**src/rtl/rv32_pkg.sv**
```systemverilog
// rv32_pkg: shared definitions for the PC sequencer slice.
//   XLEN     : datapath width (32).
//   br_op_e  : 3-bit branch/jump op codes presented by the EX stage.
//   seq_st_e : sequencer FSM states; StTrap exists only when MISALIGN_TRAP_EN is defined.
package rv32_pkg;

  localparam int unsigned XLEN = 32;

  typedef enum logic [2:0] {
    BR_BEQ  = 3'b000,
    BR_BNE  = 3'b001,
    BR_BLT  = 3'b010,
    BR_BGE  = 3'b011,
    BR_JAL  = 3'b100,
    BR_JALR = 3'b101,
    BR_RSVD = 3'b110,
    BR_NONE = 3'b111
  } br_op_e;

`ifdef MISALIGN_TRAP_EN
  typedef enum logic [1:0] {StBoot, StRun, StFlush, StTrap} seq_st_e;
`else
  typedef enum logic [1:0] {StBoot, StRun, StFlush} seq_st_e;
`endif

endpackage

```
**src/rtl/pc_sequencer_if.sv**
```systemverilog
// pc_sequencer_if: EX-stage branch inputs, fetch handshake and sequencer outputs.
//   slave  : the sequencer side (consumes EX/fetch inputs, drives PC and control).
//   master : the pipeline side (drives EX/fetch inputs, observes PC and control).
interface pc_sequencer_if;
  import rv32_pkg::*;

  logic            stall_i;
  logic            br_valid_i;
  logic [2:0]      branch_i;
  logic            zero_flag_i;
  logic            less_flag_i;
  logic [XLEN-1:0] ex_pc_i;
  logic [XLEN-1:0] imm_i;
  logic [XLEN-1:0] rs1_i;
  logic            fetch_ready_i;
  logic [XLEN-1:0] pc_o;
  logic            fetch_valid_o;
  logic            flush_o;
  logic            taken_o;
  logic [XLEN-1:0] link_o;
  logic            trap_o;

  modport slave (
    input  stall_i, br_valid_i, branch_i, zero_flag_i, less_flag_i,
    input  ex_pc_i, imm_i, rs1_i, fetch_ready_i,
    output pc_o, fetch_valid_o, flush_o, taken_o, link_o, trap_o
  );

  modport master (
    output stall_i, br_valid_i, branch_i, zero_flag_i, less_flag_i,
    output ex_pc_i, imm_i, rs1_i, fetch_ready_i,
    input  pc_o, fetch_valid_o, flush_o, taken_o, link_o, trap_o
  );

endinterface

```
**src/rtl/branch_resolve.sv**
```systemverilog
// branch_resolve: purely combinational branch decision and target computation.
//   branch_i          : op code (rv32_pkg::br_op_e encoding)
//   zero_flag_i       : ALU equality flag
//   less_flag_i       : ALU less-than flag
//   ex_pc_i/imm_i/rs1_i : EX-stage PC, sign-extended offset, rs1 value
//   taken_o           : op redirects the PC (br_valid qualification is done by the caller)
//   target_o          : raw redirect target; JALR has bit 0 cleared, no further alignment
module branch_resolve
  import rv32_pkg::*;
(
  input  logic [2:0]      branch_i,
  input  logic            zero_flag_i,
  input  logic            less_flag_i,
  input  logic [XLEN-1:0] ex_pc_i,
  input  logic [XLEN-1:0] imm_i,
  input  logic [XLEN-1:0] rs1_i,
  output logic            taken_o,
  output logic [XLEN-1:0] target_o
);

  localparam logic [XLEN-1:0] ClrBit0 = {{(XLEN-1){1'b1}}, 1'b0};

  br_op_e          w_op;
  logic [XLEN-1:0] w_pc_rel;
  logic [XLEN-1:0] w_reg_rel;

  assign w_op      = br_op_e'(branch_i);
  assign w_pc_rel  = ex_pc_i + imm_i;
  assign w_reg_rel = (rs1_i + imm_i) & ClrBit0;

  always_comb begin
    taken_o = 1'b0;
    case (w_op)
      BR_BEQ:  taken_o = zero_flag_i;
      BR_BNE:  taken_o = ~zero_flag_i;
      BR_BLT:  taken_o = less_flag_i;
      BR_BGE:  taken_o = ~less_flag_i;
      BR_JAL:  taken_o = 1'b1;
      BR_JALR: taken_o = 1'b1;
      default: taken_o = 1'b0;
    endcase
  end

  assign target_o = (w_op == BR_JALR) ? w_reg_rel : w_pc_rel;

endmodule

```
**src/rtl/pc_sequencer.sv**
```systemverilog
// pc_sequencer: fetch PC sequencer with branch redirect and post-redirect flush window.
//   clk, rst     : clock; synchronous active-high reset (priority over everything)
//   bus (slave)  : EX-stage branch inputs, fetch handshake, pc/flush/taken/link/trap outputs
// Parameters:
//   RESET_VECTOR : PC loaded on reset
//   FLUSH_CYCLES : flush_o cycles after a redirect, legal 1..7
// Build option: MISALIGN_TRAP_EN -- a taken target with bits[1:0]!=0 enters a sticky trap
// state; when undefined, targets are forced word-aligned and trap_o is tied 0.
module pc_sequencer
  import rv32_pkg::*;
#(
  parameter logic [XLEN-1:0] RESET_VECTOR = 32'h0000_0000,
  parameter int unsigned     FLUSH_CYCLES = 2
) (
  input logic               clk,
  input logic               rst,
  pc_sequencer_if.slave     bus
);

  localparam int unsigned     CntW     = 3;
  localparam logic [CntW-1:0] CntLoad  = CntW'(FLUSH_CYCLES - 1);
  localparam logic [XLEN-1:0] WordMask = {{(XLEN-2){1'b1}}, 2'b00};

  seq_st_e         r_state, w_state_nxt;
  logic [XLEN-1:0] r_pc, w_pc_nxt;
  logic [CntW-1:0] r_cnt, w_cnt_nxt;

  logic            w_br_taken;
  logic [XLEN-1:0] w_target;
  logic            w_fetch_valid;
  logic            w_flush;
  logic            w_taken;
  logic            w_trap;

  branch_resolve u_branch_resolve (
    .branch_i    (bus.branch_i),
    .zero_flag_i (bus.zero_flag_i),
    .less_flag_i (bus.less_flag_i),
    .ex_pc_i     (bus.ex_pc_i),
    .imm_i       (bus.imm_i),
    .rs1_i       (bus.rs1_i),
    .taken_o     (w_br_taken),
    .target_o    (w_target)
  );

  always_comb begin
    w_state_nxt   = r_state;
    w_pc_nxt      = r_pc;
    w_cnt_nxt     = r_cnt;
    w_fetch_valid = 1'b0;
    w_flush       = 1'b0;
    w_taken       = 1'b0;
    w_trap        = 1'b0;
    case (r_state)
      StBoot: begin
        w_flush     = 1'b1;
        w_state_nxt = StRun;
      end
      StRun: begin
        w_fetch_valid = 1'b1;
        // A redirect wins over stall and fetch backpressure.
        if (bus.br_valid_i && w_br_taken) begin
          w_taken = 1'b1;
`ifdef MISALIGN_TRAP_EN
          w_pc_nxt = w_target;
          if (w_target[1:0] != 2'b00) begin
            w_state_nxt = StTrap;
          end else begin
            w_state_nxt = StFlush;
            w_cnt_nxt   = CntLoad;
          end
`else
          w_pc_nxt    = w_target & WordMask;
          w_state_nxt = StFlush;
          w_cnt_nxt   = CntLoad;
`endif
        end else if (bus.fetch_ready_i && !bus.stall_i) begin
          w_pc_nxt = r_pc + 32'd4;
        end
      end
      StFlush: begin
        w_flush = 1'b1;
        if (r_cnt == '0) begin
          w_state_nxt = StRun;
        end else begin
          w_cnt_nxt = r_cnt - 1'b1;
        end
      end
`ifdef MISALIGN_TRAP_EN
      StTrap: begin
        // Sticky until reset.
        w_flush = 1'b1;
        w_trap  = 1'b1;
      end
`endif
      default: begin
        w_flush     = 1'b1;
        w_state_nxt = StBoot;
      end
    endcase
  end

  always_ff @(posedge clk) begin
    if (rst) begin
      r_state <= StBoot;
      r_pc    <= RESET_VECTOR;
      r_cnt   <= '0;
    end else begin
      r_state <= w_state_nxt;
      r_pc    <= w_pc_nxt;
      r_cnt   <= w_cnt_nxt;
    end
  end

  assign bus.pc_o          = r_pc;
  assign bus.fetch_valid_o = w_fetch_valid;
  assign bus.flush_o       = w_flush;
  assign bus.taken_o       = w_taken;
  assign bus.trap_o        = w_trap;
  assign bus.link_o        = bus.ex_pc_i + 32'd4;

endmodule

```
**src/flat_wrapper.sv**
```systemverilog
// flat-port wrapper written by rule: the top's interface ports become plain ports
module pc_sequencer_flat import rv32_pkg::*;
#(
  parameter logic [XLEN-1:0] RESET_VECTOR = 32'h0000_0000,
  parameter int unsigned     FLUSH_CYCLES = 2
)
  (clk, rst, bus_stall_i, bus_br_valid_i, bus_branch_i, bus_zero_flag_i, bus_less_flag_i, bus_ex_pc_i, bus_imm_i, bus_rs1_i, bus_fetch_ready_i, bus_pc_o, bus_fetch_valid_o, bus_flush_o, bus_taken_o, bus_link_o, bus_trap_o);
  pc_sequencer_if bus_i ();
  input logic clk;
  input logic rst;
  input wire logic [$bits(bus_i.stall_i)-1:0] bus_stall_i;
  input wire logic [$bits(bus_i.br_valid_i)-1:0] bus_br_valid_i;
  input wire logic [$bits(bus_i.branch_i)-1:0] bus_branch_i;
  input wire logic [$bits(bus_i.zero_flag_i)-1:0] bus_zero_flag_i;
  input wire logic [$bits(bus_i.less_flag_i)-1:0] bus_less_flag_i;
  input wire logic [$bits(bus_i.ex_pc_i)-1:0] bus_ex_pc_i;
  input wire logic [$bits(bus_i.imm_i)-1:0] bus_imm_i;
  input wire logic [$bits(bus_i.rs1_i)-1:0] bus_rs1_i;
  input wire logic [$bits(bus_i.fetch_ready_i)-1:0] bus_fetch_ready_i;
  output wire logic [$bits(bus_i.pc_o)-1:0] bus_pc_o;
  output wire logic [$bits(bus_i.fetch_valid_o)-1:0] bus_fetch_valid_o;
  output wire logic [$bits(bus_i.flush_o)-1:0] bus_flush_o;
  output wire logic [$bits(bus_i.taken_o)-1:0] bus_taken_o;
  output wire logic [$bits(bus_i.link_o)-1:0] bus_link_o;
  output wire logic [$bits(bus_i.trap_o)-1:0] bus_trap_o;
  assign bus_i.stall_i = bus_stall_i;
  assign bus_i.br_valid_i = bus_br_valid_i;
  assign bus_i.branch_i = bus_branch_i;
  assign bus_i.zero_flag_i = bus_zero_flag_i;
  assign bus_i.less_flag_i = bus_less_flag_i;
  assign bus_i.ex_pc_i = bus_ex_pc_i;
  assign bus_i.imm_i = bus_imm_i;
  assign bus_i.rs1_i = bus_rs1_i;
  assign bus_i.fetch_ready_i = bus_fetch_ready_i;
  assign bus_pc_o = bus_i.pc_o;
  assign bus_fetch_valid_o = bus_i.fetch_valid_o;
  assign bus_flush_o = bus_i.flush_o;
  assign bus_taken_o = bus_i.taken_o;
  assign bus_link_o = bus_i.link_o;
  assign bus_trap_o = bus_i.trap_o;
  pc_sequencer #(.RESET_VECTOR(RESET_VECTOR), .FLUSH_CYCLES(FLUSH_CYCLES)) u_core (.clk(clk), .rst(rst), .bus(bus_i));
endmodule
```
**config.mk**
```make
export PLATFORM = sky130hd
export DESIGN_NAME = pc_sequencer_flat
export DESIGN_NICKNAME = d
export VERILOG_FILES = /design/src/rtl/rv32_pkg.sv /design/src/rtl/pc_sequencer_if.sv /design/src/rtl/branch_resolve.sv /design/src/rtl/pc_sequencer.sv /design/src/flat_wrapper.sv
export SDC_FILE = /design/constraint.sdc
export NUM_CORES = 1
export LEC_CHECK = 0
export CAP_MARGIN = 0
export CORE_UTILIZATION = 49
export CTS_CLUSTER_SIZE = 8
export DETAILED_ROUTE_END_ITERATION = 10
export GPL_TIMING_DRIVEN = 0
export PLACE_DENSITY = 0.83
export SETUP_SLACK_MARGIN = 0.02
export SYNTH_ARGS = -nofsm -noshare
export SYNTH_HDL_FRONTEND = slang
export SYNTH_SLANG_ARGS = --single-unit
```
**constraint.sdc**
```tcl
create_clock -name clk -period 3.3 [get_ports clk]
set_input_delay 0.33 -clock clk [delete_from_list [all_inputs] [get_ports clk]]
set_output_delay 0.33 -clock clk [all_outputs]
set_load 0.02 [all_outputs]
```
==> results.txt, run 1 <==
The most used flip-flop cell after synthesis is dfxtp_1. The tightest hold margin came out at 0.496 ns. In this run the count of I/O pins placed on the die edge is 174. Of the cells placed in the final design, the portion with a size suffix greater than 1 is 0.0613.

The share of the synthesized area in the top cell type came out at 0.146. The final period demand of the worst path came out at about 3.1 ns. The number of DRC markers after the initial detailed-route iteration came out at 459. Of the total power, the share spent switching nets is 0.405. The average instance area after synthesis came out at 7.17 sq um. STA classifies the critical path endpoint as an output port. The via count of the first global-routing pass is 6,063. Among all stages on the critical path, the largest delay is contributed by clkdlybuf4s50_1.

Across the routed clock network, the largest skew measured is 0.00629 ns. The number of warnings printed during yosys synthesis is 0. For hold timing, the worst endpoint is u_core.bus.pc_o[3]. The mapped netlist covers 0.00573 sq mm.

The number of register bits inferred by synthesis came out at 35. The total net switching power came out at 855 uW. Dividing total power by cell area gives a power density of 270 mW/mm^2.

Walking the worst path, the cells encountered are clkdlybuf4s50_1 -> and3_1 -> and2_1 -> nand4_1 -> or2_4 -> nor2_4 -> and3_4 -> nand2_1 -> xnor2_1 -> clkdlybuf4s15_2. The clock transition at the register clock pins on the worst setup and hold paths after CTS is roughly 0.05 ns. Broken down by cell family, the worst path's largest delay share belongs to simple AND/OR/NAND/NOR gates. The category of the critical setup timing path is primary input to output port. The number of design rule violations left after detail routing is 0. The area added between synthesis and finish came out at 36.9%. The sequential fraction of design power is 0.224. The total vias in the final route is between 6k and 7k. The number of distinct library cells after synthesis came out at 74. The synthesized instance count is 798. In the synthesized netlist the async set-or-reset flop fraction comes to 0. The worst-case reg-to-reg path depth is 9. The maximum count of clock buffers along a single path is 2. The number of nets still failing antenna checks after routing is 0.

The pin count of the biggest net entering global routing is 11. The launch point of the worst reg-to-reg path is u_core.bus.pc_o[14]. The initial core utilization is 0.501. The worst path required time is 2.97 ns.

The share of power burned in the clock network is 0.217. In this run the worst setup path begins at bus_ex_pc_i[5]. The tool flagged a number of max-cap violations equal to 0. The floorplan has 39 rows. The internal reg-to-reg setup slack came out at roughly 0.52 ns. The tree is rooted in a clkbuf_16. The flow ran to the end, and the final reports show no timing, DRC or antenna violations. The final number of max-transition violations is 0. The cell type contributing the most total cell area after synthesis is ha_1.

The part of the power in combinational logic came out at 0.559. The overall overflow remaining after global route is 0. The total CTS buffers came out at 5.

The per-cell routed wire length is 16.2 um. Summed over all layers, the routed wires come to 18.2 mm. The number of buffers inserted for hold repair after clock tree synthesis came out at 0. The overall die area is 0.0121 sq mm. The number of vias per cell came out at 6.01.

The worst max-slew margin expressed relative to the limit came out at 0.423. The first global-routing pass estimated 28.8 mm of wire. Routability-driven placement finished with a final weighted congestion of 0.918.

The classification of the worst-slack hold path is register to register. 0 antenna diodes ended up in the layout. The count of final hold-check violations came out at 0.

STA classifies the critical path startpoint as a primary input. The vertical die dimension came out at 110 um. Along the worst path, the maximum fanout reaches 5. The transition at the pin with the smallest max-transition slack came out at 0.862 ns. The maximum ir drop on the vdd rail came out at 0.000318 V.

The H-tree depth reported by CTS is 2. The highest achievable clock rate is about 0.32 GHz. The number of nets in the final layout is around 1.2k. The number of sinks driven by the clock tree came out at 35. The number of detailed-route iterations in the first pass came out at 6. The core area is 0.0114 sq mm.

In this run the static leakage power is a little over 3 nW. Setup repair after global routing left no endpoint under its margin. The insertion delay of the later-clocked pin in the worst-skew pair came out at 0.28 ns.

The number of antenna violations at the first check in global routing came out at 0. The number of synthesized flops with an enable pin is 0. By area the synthesized netlist is led by ha_1 15%, dfxtp_1 12%, xnor2_1 8.3%. The share of the Yosys chip area taken by registers is 0.122. The worst hold path begins at u_core.bus.pc_o[3].

The buffers plus inverters on the worst setup path is 2. Across every metal layer, demand over resource in global routing totals 0.297. The clock tree from TritonCTS is built. The most common library cell in the layout ignoring fill and taps is clkdlybuf4s50_1. The final setup violation count is 0. The internal power is 1.26 mW. In the layout the commonest cells are 155 x clkdlybuf4s50_1, 83 x nand2_1, 71 x a21oi_1. The number of stages on the worst hold path is 2. The setup TNS is 0 ns.

The critical path's largest stage delay came out at 0.58 ns. The worst flop-to-flop path endpoint is u_core.bus.pc_o[31]. The count of filler cells inserted in the layout came out at 997. The post-route clock period utilization came out at 0.953. The number of port buffers came out at 170. The die span in x is 110 um. Summed over all nets, the half-perimeter wirelength after detailed placement is approximately 15 mm. The worst endpoint data arrival time is 2.81 ns.
==> Yosys cell counts (6+ instances only) <==
| master | number |
|---|---|
| nand2_1 | 83 |
| a31oi_1 | 18 |
| inv_1 | 21 |
| xor2_1 | 27 |
| clkbuf_1 | 22 |
| a211oi_1 | 8 |
| a21o_1 | 24 |
| o21ai_0 | 54 |
| nor2b_1 | 6 |
| ha_1 | 67 |
| nor3_1 | 22 |
| nand4_1 | 11 |
| nand3b_1 | 6 |
| and3_1 | 21 |
| a21oi_1 | 74 |
| o211ai_1 | 12 |
| nor2_1 | 69 |
| dfxtp_1 | 35 |
| nand3_1 | 39 |
| xnor2_1 | 54 |
==> worst max-delay path by stage <==
stage | slack, ns | cells past startpoint | to
after CTS | 0.03 | 10 | bus_link_o[25]
after global routing | 0.02 | 13 | u_core.bus.pc_o[31]
after detailed placement | -0.82 | 11 | bus_link_o[29]
after global placement | -0.73 | 11 | bus_link_o[31]
final | 0.16 | 10 | bus_link_o[27]
after floorplan | 0.62 | 11 | u_core.bus.pc_o[31]
==> power groups by stage <==
stage | logic (mW) | registers [mW] | clock network [mW]
after global placement | 1.14 | 0.480 | 0
after detailed placement | 1.15 | 0.481 | 0
final | 1.18 | 0.474 | 0.460
after CTS | 1.15 | 0.473 | 0.449
after floorplan | 0.719 | 0.496 | 0
after global routing | 1.29 | 0.477 | 0.472
==> through the flow <==
stage	utilization	setup WS, ns	std cells	power (mW)	area (sq um)
after global routing	0.687	0.0245	1122	2.24	7840
after CTS	0.681	0.0283	1121	2.08	7770
after detailed placement	0.667	-0.817	1113	1.63	7610
after floorplan	-	0.621	800	1.21	5730
after global placement	0.667	-0.729	1113	1.62	7610
final	0.687	0.156	1122	2.11	7840
==> state kept, by name, summed over array words and instances (netlist names) <==
register / flops
u_core.r_cnt: 3
u_core.bus.pc_o: 30
u_core.r_state: 2
==> worst reg2reg max path, cell delays in order (launching register included) <==
cell and delay [ns]:
dfxtp_1 0.44, and3_1 0.19, nand3_1 0.20, nor3_1 0.53, nor3b_2 0.42, nand3_1 0.22, o21ai_0 0.27, nand2_1 0.10
a21oi_1 0.20, o211ai_1 0.09
==> repair_timing <==
item                                    4_1_cts  5_1_grt
pin swaps                                     1        0
resized for setup                            25       18
endpoints found under the setup margin       18       17
buffers inserted                              1        1
==> cell families (layout without fill, tap and decap cells) <==
family,count (synthesis),in the layout,share of synthesized area
adder cells (fa/ha/maj),67,67,0.146
buffers and inverters,53,232,0.0385
AO/OA/AOI/OAI,258,258,0.301
flip-flops,35,35,0.122
XOR/XNOR,81,81,0.124
other,1,3,0.000655
multiplexers,5,5,0.00874
AND/OR/NAND/NOR,298,298,0.259
==> final cells by class <==
type / instances / area (sq um) / share of cell area
buffer: 30 / 134 / 0.0171
clock buffer: 7 / 133 / 0.0169
clock inverter: 1 / 5.00 / 0.000638
inverter: 22 / 82.6 / 0.0105
multi-input combinational: 712 / 4890 / 0.624
sequential: 35 / 701 / 0.0894
tap: 143 / 179 / 0.0228
timing repair buffer: 172 / 1720 / 0.219
==> routing by layer <==
metal  track usage  share of wire
met5             0              0
met2         0.497           0.46
met4        0.0789          0.022
met1         0.403           0.45
met3        0.0335          0.076
(Power assumes the default switching activity.)
==> run 2: changes to the inputs <==
--- a/config.mk
+++ b/config.mk
@@ -11,7 +11,7 @@
 export DETAILED_ROUTE_END_ITERATION = 10
 export GPL_TIMING_DRIVEN = 0
 export PLACE_DENSITY = 0.83
-export SETUP_SLACK_MARGIN = 0.02
+export SETUP_SLACK_MARGIN = 0.3
 export SYNTH_ARGS = -nofsm -noshare
 export SYNTH_HDL_FRONTEND = slang
 export SYNTH_SLANG_ARGS = --single-unit
==> run 2 against run 1 <==
Against the previous run:
- sequential share of layout area down 0.39 points
- cell count up 1.2%
- non-clock buffer count up 14
- utilization up 3.1 points
- register-to-register slack better by 0.04 ns
- cell area up 4.6%
- critical path type is now primary input to register
- largest power group unchanged
==> results.txt, run 2 (synthesized netlist as in run 1, its figures left out) <==
The fraction of layout cells with a size suffix above 1 is 0.112. The total vias in the final route is 6,842. The post-route clock period utilization is 0.908. Leaving out fill and tap cells, the most frequent cells in the layout are 133 x clkdlybuf4s50_1, 83 x nand2_1, 68 x a21oi_1. Entering global routing, the biggest net connects 11 pins. Headroom to the max-slew limit came out at 0.410.

Dividing total power by cell area gives a power density of 267 mW/mm^2. The number of antenna violations at the first check in global routing was 0. The setup TNS came out at 0 ns. Global routing finished with a remaining overflow of 0. TritonCTS built the clock tree. The area added between synthesis and finish is 43.2%. Setup repair after global routing could not meet its margin everywhere. Clock tree synthesis selected as its root buffer the cell clkbuf_16. The worst path required time is 3.45 ns. The final routed wirelength across all metal layers is 19.0 mm.

The number of nets still failing antenna checks after routing came out at 0. STA classifies the critical path endpoint as a register. The final number of max-transition violations came out at 0. The transition at the pin with the smallest max-transition slack is between 0.8 and 0.9 ns. The run finished with clean final reports. In this run the register-to-register setup slack is approximately 0.56 ns. The number of port buffers came out at 170. The initial core utilization came out at 0.501. The vertical die dimension came out at 110 um. The highest achievable clock rate is 0.334 GHz. The die span in x is 110 um.

The worst endpoint data arrival time is approximately 3.1 ns. For this run, the detailed router's first-pass iteration total came to 5. The number of design rule violations left after detail routing came out at 0.

The number of DRC markers after the initial detailed-route iteration came out at 487. The number of sinks driven by the clock tree is 35. The maximum count of clock buffers along a single path came out at 2. For this run, the total global-route usage over all layers was measured as 0.301. The floorplan has 39 rows. The maximum net fanout on the critical path is 4. The maximum ir drop on the vdd rail is 0.000318 V. The final period demand of the worst path came out at 3.00 ns.

Leaving out fill and tap cells, the most frequent cell in the layout is clkdlybuf4s50_1. The clock transition at the register clock pins on the worst setup and hold paths after CTS is about 0.06 ns. The number of nets in the final layout came out at 1,165. Routability-driven placement finished with a final weighted congestion of 0.918.

The via count of the first global-routing pass came out at just over 6k. Dividing the detail-routed wire length by the instance count gives 16.8 um. The worst setup path is launched from a primary input. The number of vias per cell came out at about 6.

The overall die area came out at 0.0121 sq mm. The number of I/O pins is 174. For the worst-skew pair, the clock arrives at the later sink with an insertion delay of 0.28 ns.

The antenna diode count came out at 0. Summed over all cells, the static leakage comes to approximately 3.3 nW. The core area is 0.0114 sq mm.

Once routing completed, OpenROAD measured the worst setup slack at 0.304 ns. The post-placement setup slack is -0.817 ns. The first global-routing pass estimated 29.2 mm of wire. Across the run, the number of max-cap violations was 0. The detailed placement HPWL came out at between 10 and 15 mm. The count of filler cells inserted in the layout is 937. The classification of the worst-slack hold path is register to register. The register with the most flip-flops in the layout has 30 of them.

The total CTS buffers is 5. The final setup violation count came out at 0. The count of final hold-check violations came out at 0. The clock skew after layout is approximately 0.0058 ns. The critical path is of the primary input to register type. In this run the number of H-tree levels came out at 2.
==> run 2: changes by cell type in the layout (fill, tap and decap cells not counted), sizes merged <==
cell	before	now
buf	12	29
clkbuf	29	30
clkdlybuf4s15	2	0
clkdlybuf4s50	155	133
clkinv	2	1
clkinvlp	0	1
dlygate4sd2	5	16
dlymetal6s2s	6	15
==> run 2: critical path, stage by stage <==
cell and delay (ns):
clkdlybuf4s50_1 0.45, ha_4 0.29, buf_4 0.12, nand4_1 0.12, nand2_1 0.12, o22ai_2 0.10, and4bb_4 0.38, o21ai_4 0.08
a311oi_4 0.42, o31a_1 0.23, nor2_1 0.05, o211ai_1 0.33, a31oi_1 0.13
==> run 2: final timing paths <==
kind / end / cells past startpoint / startpoint
setup / recovery: u_core.bus.pc_o[25] / 13 / bus_rs1_i[6]
hold / removal: u_core.bus.pc_o[3] / 2 / u_core.bus.pc_o[3]
setup reg to reg: u_core.bus.pc_o[31] / 9 / u_core.bus.pc_o[14]
hold reg to reg: u_core.bus.pc_o[3] / 2 / u_core.bus.pc_o[3]
==> run 2: metrics by stage <==
step	power (mW)	area (sq um)	std cells	hold slack [ns]	utilization
2_1_floorplan	1.21	5730	800	0.457	-
3_3_place_gp	1.62	7610	1113	0.473	0.667
3_5_place_dp	1.63	7610	1113	0.476	0.667
4_1_cts	2.08	7820	1124	0.485	0.685
5_1_grt	2.31	8200	1136	0.528	0.718
6_report	2.19	8200	1136	0.488	0.718
==> run 2: final cells by class <==
| cell class | instances | area [sq um] | share of cell area |
|---|---|---|---|
| tap | 143 | 179 | 0.0218 |
| multi-input combinational | 712 | 5140 | 0.627 |
| inverter | 22 | 86.3 | 0.0105 |
| clock buffer | 7 | 133 | 0.0162 |
| clock inverter | 1 | 5.00 | 0.000610 |
| buffer | 31 | 148 | 0.0180 |
| timing repair buffer | 185 | 1810 | 0.221 |
| sequential | 35 | 701 | 0.0855 |
==> run 2: power breakdown <==
part	internal, mW	switching (mW)	total [mW]
logic	0.571	0.685	1.26
clock network	0.279	0.178	0.457
registers	0.446	0.0278	0.474
total	1.30	0.892	2.19
==> run 2: timing repair <==
item,CTS,global route
pin swaps,9,32
endpoints found under the hold margin,0,0
hold buffers,0,0
gates resized for setup,59,75
endpoints found under the setup margin,32,36
setup buffers,3,12
==> run 2: routing by layer <==
layer,global-route usage,up-vias,part of all wire
li1,-,3346,-
met1,0.406,3137,0.43
met2,0.503,321,0.47
met3,0.0364,38,0.080
met4,0.0818,0,0.022
met5,0,-,0
==> run 3: changes to the inputs <==
--- a/config.mk
+++ b/config.mk
@@ -15,3 +15,4 @@
 export SYNTH_ARGS = -nofsm -noshare
 export SYNTH_HDL_FRONTEND = slang
 export SYNTH_SLANG_ARGS = --single-unit
+export TNS_END_PERCENT = 10
==> run 3 against run 2 <==
Against the previous run:
- cell count decreased by 0.53%
- register-to-register slack about the same
- non-clock buffer count decreased by 6
- sequential share of layout area increased by 0.25 points
- hold slack improved by 0.0074 ns
==> results.txt, run 3 (synthesized netlist as in run 1, its figures left out) <==
The first-pass GRT wire length came out at 28.9 mm. Routability-driven placement finished with a final weighted congestion of 0.918. The overall die area came out at approximately 0.012 sq mm. TritonCTS built the clock tree. In this run, the number of DRC markers left after iteration 0 of detailed routing was between 400 and 500. The maximum ir drop on the vdd rail is approximately 0.00032 V. The most repeated library cell on the critical path is clkdlybuf4s50_1. The insertion delay of the later-clocked pin in the worst-skew pair is 0.28 ns.

The buffers plus inverters on the worst setup path came out at 2. At the end of the flow the core is filled with cells to 0.698. The number of rows in the core area is 39.

The run finished with clean final reports. In this run the number of H-tree levels came out at 2. The per-cell routed wire length is 16.3 um. The number of design rule violations left after detail routing came out at 0. Among all stages on the critical path, the largest delay is contributed by clkdlybuf4s50_1. Setup repair after global routing could not meet its margin everywhere.

The final routed wirelength across all metal layers came out at 18.4 mm. For the pin with the worst max-slew slack, the measured transition is just over 0.9 ns. The final number of max-transition violations came out at 0. The power density normalized to cell area is 269 mW/mm^2. The final instance area came out at 0.00797 sq mm. The vertical die dimension is 110 um.

The count of final hold-check violations is 0. The element type at the critical path end is an output port. The repair_antennas step left the layout with diodes totalling 0. The clock skew after layout is 0.00495 ns. The maximum count of clock buffers along a single path came out at 2.

The number of nets in the final layout came out at 1,159. The detailed placement HPWL came out at 14.6 mm. The overall fraction of global-route tracks in use came out at 0.298. At the worst endpoint, the required time is approximately 3.0 ns. The via count of the first global-routing pass was 6,093. STA classifies the critical path startpoint as a primary input. The clock transition at the register clock pins on the worst setup and hold paths after CTS came out at 0.05 ns. The instance area after placement came out at around 0.0076 sq mm. The number of vias per cell is 5.98.

The register with the most flip-flops in the layout has 30 of them. CTS placed an instance of clkbuf_16 at the clock tree root. The post-route clock period utilization is 0.945.

In this run, CTS created clock tree buffers numbering 5. The maximum net fanout on the critical path is 4. The max capacitance violation total came out at 0.

The min-delay analysis places its worst path in the category register to register. The first detailed-routing pass took 5 iterations. Measured against its own limit, the worst slew margin works out to 0.392. The fraction of layout cells with a size suffix above 1 came out at 0.0760.

The area added between synthesis and finish came out at 39.1%. The pin count of the biggest net entering global routing is 11. The final setup violation count is 0.

The number of I/O pins is between 150 and 200. The overall overflow remaining after global route came out at 0. The initial core utilization is 0.501. The highest achievable clock rate is 0.321 GHz. The core area came out at 0.0114 sq mm. The clock net in this run drives a total of 35 sinks. The die span in x came out at 110 um. The reported leakage power came out at roughly 3.1 nW.

In the layout the commonest cells are 155 x clkdlybuf4s50_1, 83 x nand2_1, 71 x a21oi_1. The final period demand of the worst path came out at 3.12 ns. The number of nets still failing antenna checks after routing came out at 0. By startpoint and endpoint, the worst setup path is classified as primary input to output port.

The most common library cell in the layout ignoring fill and taps is clkdlybuf4s50_1. On the worst path, the slowest cell contributes a delay of 0.61 ns. The number of port buffers came out at 170.

Traced cell by cell, the critical path runs through clkdlybuf4s50_1 -> and3_1 -> and2_1 -> nand3_1 -> nor3_4 -> nand3_2 -> nor2_1 -> xnor2_1 -> clkdlybuf4s50_1. The worst endpoint data arrival time is 2.79 ns. The cell family contributing the most delay on the critical path is simple AND/OR/NAND/NOR gates.

The total vias in the final route came out at 6,752. The number of antenna violations at the first check in global routing came out at 0.
run 3: cell types whose count changed in the layout (fill, tap and decap cells not counted), sizes merged:
cell,before,now
buf,29,21
clkbuf,30,29
clkdlybuf4s15,0,1
clkdlybuf4s50,133,155
clkinv,1,2
clkinvlp,1,0
dlygate4sd2,16,7
dlymetal6s2s,15,4
run 3: worst paths after layout:
check | startpoint | end | slack [ns] | depth (start not counted)
max reg2reg | u_core.bus.pc_o[2] | u_core.bus.pc_o[30] | 0.57 | 12
max | bus_ex_pc_i[6] | bus_link_o[26] | 0.18 | 9
min | u_core.bus.pc_o[3] | u_core.bus.pc_o[3] | 0.50 | 2
min reg2reg | u_core.bus.pc_o[3] | u_core.bus.pc_o[3] | 0.50 | 2
run 3: cell type report:
class	instances	area, sq um
Timing Repair Buffer	179	1760
Buffer	31	143
Clock inverter	1	5.00
Multi-Input combinational cell	712	4960
Tap cell	143	179
Clock buffer	7	133
Inverter	22	82.6
Fill cell	979	3450
Sequential cell	35	701
run 3: worst min-delay path, stage by stage (launching register included):
cell and delay [ns]:
dfxtp_1 0.33, nand2_1 0.06, a21oi_1 0.05
run 3: where the power goes:
| part | internal (mW) | total (mW) | leakage, nW | switching, mW |
|---|---|---|---|---|
| registers | 0.446 | 0.474 | 0.284 | 0.0278 |
| logic | 0.554 | 1.21 | 2.76 | 0.658 |
| clock network | 0.279 | 0.456 | 0.0679 | 0.177 |
| total | 1.28 | 2.14 | 3.11 | 0.863 |
run 3: repair_timing:
action,in CTS,in global routing
buffers inserted,2,7
setup endpoints to repair,32,43
pin swaps,2,10
resized for setup,37,26
hold buffers,0,0
run 3: routing by layer:
layer	vias to the layer above	routed length [um]	global-route usage
met5	-	0	0
met4	0	456	0.0789
met3	44	1310	0.0335
met2	292	8360	0.500
met1	3084	8240	0.403
li1	3332	-	-
run 3: through the flow:
| stage | TNS (ns) | setup slack [ns] | instances | power [mW] | hold slack (ns) |
|---|---|---|---|---|---|
| global placement | -6.88 | -0.729 | 1113 | 1.62 | 0.473 |
| finish | 0 | 0.181 | 1130 | 2.14 | 0.495 |
| global route | 0 | 0.0268 | 1130 | 2.27 | 0.528 |
| floorplan | 0 | 0.621 | 800 | 1.21 | 0.457 |
| detailed placement | -7.18 | -0.817 | 1113 | 1.63 | 0.476 |
| CTS | 0 | 0.163 | 1123 | 2.08 | 0.485 |
